==> config.mk <==
export PLATFORM = sky130hd
export DESIGN_NAME = counter_sched
export DESIGN_NICKNAME = d
export VERILOG_FILES = /design/src/rtl/counter_sched.sv
export SDC_FILE = /design/constraint.sdc
export NUM_CORES = 1
export LEC_CHECK = 0
export ABC_AREA = 1
export BUFFER_PORTS_ARGS = -buffer_cell sky130_fd_sc_hd__buf_2
export CAP_MARGIN = 15
export CELL_PAD_IN_SITES_DETAIL_PLACEMENT = 0
export CELL_PAD_IN_SITES_GLOBAL_PLACEMENT = 2
export CORE_UTILIZATION = 31
export CTS_BUF_LIST = sky130_fd_sc_hd__clkbuf_4 sky130_fd_sc_hd__clkbuf_8
export CTS_CLUSTER_SIZE = 12
export DETAILED_ROUTE_END_ITERATION = 12
export GPL_TIMING_DRIVEN = 0
export PLACE_DENSITY = 0.85
export SLEW_MARGIN = 10
export SYNTH_ARGS = -nofsm -noshare
export SYNTH_HDL_FRONTEND = slang
export SYNTH_SLANG_ARGS = --single-unit
==> constraint.sdc <==
create_clock -name clk -period 1.7 [get_ports clk]
set_input_delay 0.085 -clock clk [delete_from_list [all_inputs] [get_ports clk]]
set_output_delay 0.085 -clock clk [all_outputs]
set_load 0.1 [all_outputs]
==> src/rtl/counter_sched.sv <==
// Two-requester round-robin scheduler that sequences a shared counter through
// clear, run-to-target and stop-with-acknowledge, returning the captured count.
module counter_sched #(
  parameter int unsigned STOP_TMO = 4
) (
  input  logic       clk,
  input  logic       rst,
  input  logic [1:0] req,
  input  logic [3:0] len0,
  input  logic [3:0] len1,
  output logic [1:0] gnt,
  output logic [1:0] done,
  output logic [3:0] result,
  output logic       err,
  output logic       cnt_rst,
  output logic       cnt_start,
  output logic       cnt_stop,
  input  logic [3:0] cnt_count,
  input  logic       cnt_stop_d2,
  output logic [2:0] dbg_state
);

  // Handshake: a requester holds req high until it sees done (or drops it to
  // abort); gnt is one-hot from the grant edge until the return to IDLE, and
  // done pulses for one cycle in DONE only for a run that was not aborted.

  typedef enum logic [2:0] {
    IDLE  = 3'd0,
    CLEAR = 3'd1,
    RUN   = 3'd2,
    STOP  = 3'd3,
    DONE  = 3'd4
  } state_t;

  localparam logic [3:0] TMO_LIM = 4'(STOP_TMO);

  state_t     state_q, state_d;
  logic [1:0] gnt_q, gnt_d;
  logic [1:0] done_q, done_d;
  logic [3:0] result_q, result_d;
  logic [3:0] target_q, target_d;
  logic [3:0] tmo_q, tmo_d;
  logic       err_q, err_d;
  logic       cnt_rst_q, cnt_rst_d;
  logic       cnt_start_q, cnt_start_d;
  logic       cnt_stop_q, cnt_stop_d;
  logic       rr_q, rr_d;
  logic       abort_q, abort_d;
  logic       win;
  logic       req_held;

  always_comb begin
    state_d     = state_q;
    gnt_d       = gnt_q;
    done_d      = 2'b00;
    result_d    = result_q;
    target_d    = target_q;
    tmo_d       = 4'd0;
    err_d       = err_q;
    cnt_rst_d   = 1'b0;
    cnt_start_d = 1'b0;
    cnt_stop_d  = 1'b0;
    rr_d        = rr_q;
    abort_d     = abort_q;
    // rr_q only matters when both request; a lone requester always wins.
    win         = (req == 2'b11) ? rr_q : req[1];
    req_held    = gnt_q[1] ? req[1] : req[0];

    case (state_q)
      IDLE: begin
        if (|req) begin
          state_d   = CLEAR;
          gnt_d     = win ? 2'b10 : 2'b01;
          target_d  = win ? len1 : len0;
          cnt_rst_d = 1'b1;
          abort_d   = 1'b0;
        end
      end
      CLEAR: begin
        if (target_q != 4'd0) begin
          state_d     = RUN;
          cnt_start_d = 1'b1;
        end else begin
          state_d    = STOP;
          cnt_stop_d = 1'b1;
        end
      end
      RUN: begin
        if (!req_held) begin
          state_d    = STOP;
          cnt_stop_d = 1'b1;
          abort_d    = 1'b1;
        end else if (cnt_count == target_q) begin
          state_d    = STOP;
          cnt_stop_d = 1'b1;
        end else begin
          cnt_start_d = 1'b1;
        end
      end
      STOP: begin
        if (cnt_stop_d2 || (tmo_q + 4'd1 == TMO_LIM)) begin
          state_d = DONE;
          if (!cnt_stop_d2) err_d = 1'b1;
          if (!abort_q) begin
            result_d = cnt_count;
            done_d   = gnt_q;
          end
        end else begin
          tmo_d      = tmo_q + 4'd1;
          cnt_stop_d = 1'b1;
        end
      end
      DONE: begin
        state_d = IDLE;
        gnt_d   = 2'b00;
        rr_d    = ~gnt_q[1];
      end
      default: begin
        state_d = IDLE;
        gnt_d   = 2'b00;
      end
    endcase
  end

  always_ff @(posedge clk or posedge rst) begin
    if (rst) begin
      state_q     <= IDLE;
      gnt_q       <= 2'b00;
      done_q      <= 2'b00;
      result_q    <= 4'd0;
      target_q    <= 4'd0;
      tmo_q       <= 4'd0;
      err_q       <= 1'b0;
      cnt_rst_q   <= 1'b1;
      cnt_start_q <= 1'b0;
      cnt_stop_q  <= 1'b0;
      rr_q        <= 1'b0;
      abort_q     <= 1'b0;
    end else begin
      state_q     <= state_d;
      gnt_q       <= gnt_d;
      done_q      <= done_d;
      result_q    <= result_d;
      target_q    <= target_d;
      tmo_q       <= tmo_d;
      err_q       <= err_d;
      cnt_rst_q   <= cnt_rst_d;
      cnt_start_q <= cnt_start_d;
      cnt_stop_q  <= cnt_stop_d;
      rr_q        <= rr_d;
      abort_q     <= abort_d;
    end
  end

  assign gnt       = gnt_q;
  assign done      = done_q;
  assign result    = result_q;
  assign err       = err_q;
  assign cnt_rst   = cnt_rst_q;
  assign cnt_start = cnt_start_q;
  assign cnt_stop  = cnt_stop_q;
  assign dbg_state = state_q;

endmodule

==> impl_metrics.tcl <==
set metrics [dict create \
    synth_top_family_by_area "simple AND/OR/NAND/NOR gates" \
    drive_gt1_share_pct 32.0 \
    cts_root_buf "clkbuf_8" \
    io_pins 32 \
    setup_violations 0 \
    grt_remaining_overflow 0 \
    die_w_um 65.4 \
    cpPeakStageDelay_ns 0.43 \
    relSlewSlack_pct 38.0 \
    dr.pass1.iters 4 \
    seq_power_share_pct 30.1 \
    yosysWarnings 0 \
    nFillCells 404 \
    core_um2 3740 \
    tightestPinTransition_ns 0.929 \
    final_cell_mix "nand2_1, buf_2, inv_1, dfrtp_1, nor2_1" \
    outcome "complete, no violations" \
    grt_pass1_vias 1020 \
    min_path_type "primary input to asynchronous set/reset pin" \
    report.final.slew_viol_count 0 \
    synth_edf_count 0 \
    synth_compound_area_share_pct 11.1 \
    post_cts_buffers 0 \
    wl_met2_um 1150 \
    clock_latency_ns 0.27 \
    synthesis.area_um2 1240 \
    vias_per_cell 4.51 \
    hold_viol 0 \
    yosysSeqAreaShare_pct 50.4 \
    critPathRequiredTime_ns 1.86 \
    synth-xor-area-share_pct 0.704 \
    start_kind "flop" \
    synthMuxAreaShare_pct 0 \
    dieHeight_um 65.4 \
    ant_nets 0 \
    grt_max_degree 26 \
    ctsHoldBuffers 0 \
    cts-resized-gates 0 \
    drc_errors 0 \
    max_cap_violations 0 \
    cp_cell_sequence "ha_1 -> nand2_1 -> nand2_1 -> nor2_2 -> nand2_2 -> a21oi_2 -> nand2_1 -> nand2_1 -> nand2_1" \
    rsz0062_at_grt "false" \
    worstPathArrival_ns 1.59 \
    ir_drop_uv 1200 \
    reg2reg_slack_ns 0.27 \
    die-area_um2 4270 \
    grt_pass1_wl_um 4350 \
    end_kind "flop" \
    synthDistinctLibCells 26 \
    critPathMaxFanout 5 \
    cts_sinks 25 \
    synthSimpleGateAreaFrac_pct 29.2 \
    postSynthNetCount 162 \
    area_growth_pct 21.5 \
    via_count 1019 \
    wl_um 2430 \
    antenna_cells 0 \
    comb_power_share_pct 58.9 \
    cts_tree "built" \
    final_common_cell "nand2_1" \
    swShare_pct 57.4 \
    tns_ns 0 \
    worst-path-buf-inv 0 \
    cp_common_cell "nand2_1" \
    intPower_mw 1.38 \
    worstSetupPathType "flop to flop" \
    hpwl_um 1940 \
    io_buffers 31 \
    post-route-period-util_pct 84.1 \
    synth-seq-cells 25 \
    num_rows 22 \
    r2r-start "tmo_q[0]" \
    worstReg2RegEnd "dbg_state[1]" \
    avgRoutedWirePerCell_um 10.8 \
    async_flop_share_pct 100 \
    cts_buffer_depth 2 \
    leakagePower_nw 0.773 \
    antenna_found_initial 0 \
    finalClockSkew_ns 0.00925 \
    wl_met1_um 1200 \
    max_freq_ghz 0.700 \
    finalCriticalPeriod_ns 1.43 \
    dr.first_iter.drc_count 46 \
    dr.max_layer_used "met4" \
    rr_worst_depth 9 \
    syn_inst 143 \
    p_clk_share_pct 11.0 \
    crit_family "simple AND/OR/NAND/NOR gates" \
    p_per_area_nw_per_um2 2140 \
    avgSynthCellArea_um2 8.71 \
    cts_buffers 3 \
    track_usage_pct 13.2 \
    nets 198 \
    clkTransAtPathRegs_ns 0.09 \
    power.switching_mw 1.86 \
    initial_core_util_pct 33.3 \
    htreeDepth 1 \
    routabilityCongestion 0.726 \
    hold_slack_ns 0.00680 \
    synth-adder-area-share_pct 2.01 \
    cp_slowest_cell "dfrtp_1" \
    route.met3.wl_um 71 \
    synthFlopType "dfrtp_1" \
]
cell families (layout without fill, tap and decap cells):
| kind of cell | count (synthesis) | after routing |
|---|---|---|
| AOI/OAI and AO/OA | 21 | 21 |
| xor gates and xnor gates | 1 | 1 |
| buffers and inverters | 22 | 57 |
| and+or+nand+nor | 72 | 72 |
| DFF | 25 | 25 |
| adders and majority gates | 2 | 2 |
registers in the layout, summed over array words and instances, names as in the netlist:
register	count
err	1
cnt_rst	1
result	4
tmo_q	4
gnt	2
cnt_stop	1
done	2
abort_q	1
cnt_start	1
dbg_state	3
rr_q	1
target_q	4
synth_stat cells, types with 2 or more instances:
| cell | instances | area share, % |
|---|---|---|
| ha_1 | 2 | 2.0 |
| nor2_1 | 14 | 4.2 |
| o21ai_0 | 3 | 1.2 |
| dfrtp_1 | 24 | 48 |
| nor2_4 | 4 | 3.6 |
| nand2_1 | 34 | 10 |
| nand2_4 | 2 | 1.8 |
| o21ai_1 | 3 | 1.2 |
| o21ai_2 | 3 | 2.1 |
| o211ai_1 | 4 | 2.4 |
| inv_1 | 22 | 6.6 |
| nor2_2 | 2 | 1.0 |
| a21oi_1 | 3 | 1.2 |
| nand3_2 | 2 | 1.6 |
| nand2_2 | 2 | 1.0 |
| nand4_1 | 2 | 1.0 |
| nand3_1 | 8 | 3.2 |
power groups by stage:
stage | logic (mW) | clock network, mW | registers (mW)
CTS | 1.93 | 0.373 | 0.976
detailed placement | 1.92 | 0 | 0.990
global route | 2.05 | 0.399 | 1.01
finish | 1.91 | 0.356 | 0.975
floorplan | 0.665 | 0 | 1.92
global placement | 1.92 | 0 | 0.982
per-layer routing:
layer  vias to the layer above  global-route usage [%]
li1                        530                       -
met1                       469                    17.0
met2                        18                    22.9
met3                         2                    1.56
met4                         0                    4.08
met5                         -                       0
worst register-to-register path: stages (launching register included):
cell,delay (ns)
dfrtp_1,0.43
ha_1,0.23
nand2_1,0.06
nand2_1,0.08
nor2_2,0.10
nand2_2,0.11
a21oi_2,0.15
nand2_1,0.08
nand2_1,0.06
nand2_1,0.04
worst max-delay path by stage:
stage	start	end	slack, ns	depth (start not counted)
after global placement	tmo_q[0]	dbg_state[1]	0.27	9
after detailed placement	tmo_q[0]	dbg_state[1]	0.27	9
after CTS	tmo_q[0]	dbg_state[1]	0.26	9
after global routing	tmo_q[0]	result[0]	0.15	9
after floorplan	gnt[1]	dbg_state[1]	0.1	6
final	tmo_q[0]	dbg_state[1]	0.27	9
cell type report:
cell class                      instances  area [µm²]  area share, %
Multi-Input combinational cell         96         536           35.4
Clock buffer                            3        41.3           2.73
Inverter                               22        82.6           5.46
Tap cell                               48        60.1           3.97
Sequential cell                        25         631           41.7
Timing Repair Buffer                   31         155           10.3
Clock inverter                          1        7.51          0.496
per-stage QoR:
step	instances	util, %	power, mW	setup WS [ns]	cell area [µm²]
CTS	226	40.4	3.28	0.258	1510
detailed placement	222	39.1	2.91	0.273	1460
global route	226	40.4	3.46	0.154	1510
floorplan	143	-	2.58	0.0964	1250
global placement	222	39.1	2.90	0.266	1460
finish	226	40.4	3.24	0.271	1510
No activity file was read; power rests on OpenSTA's default activity.
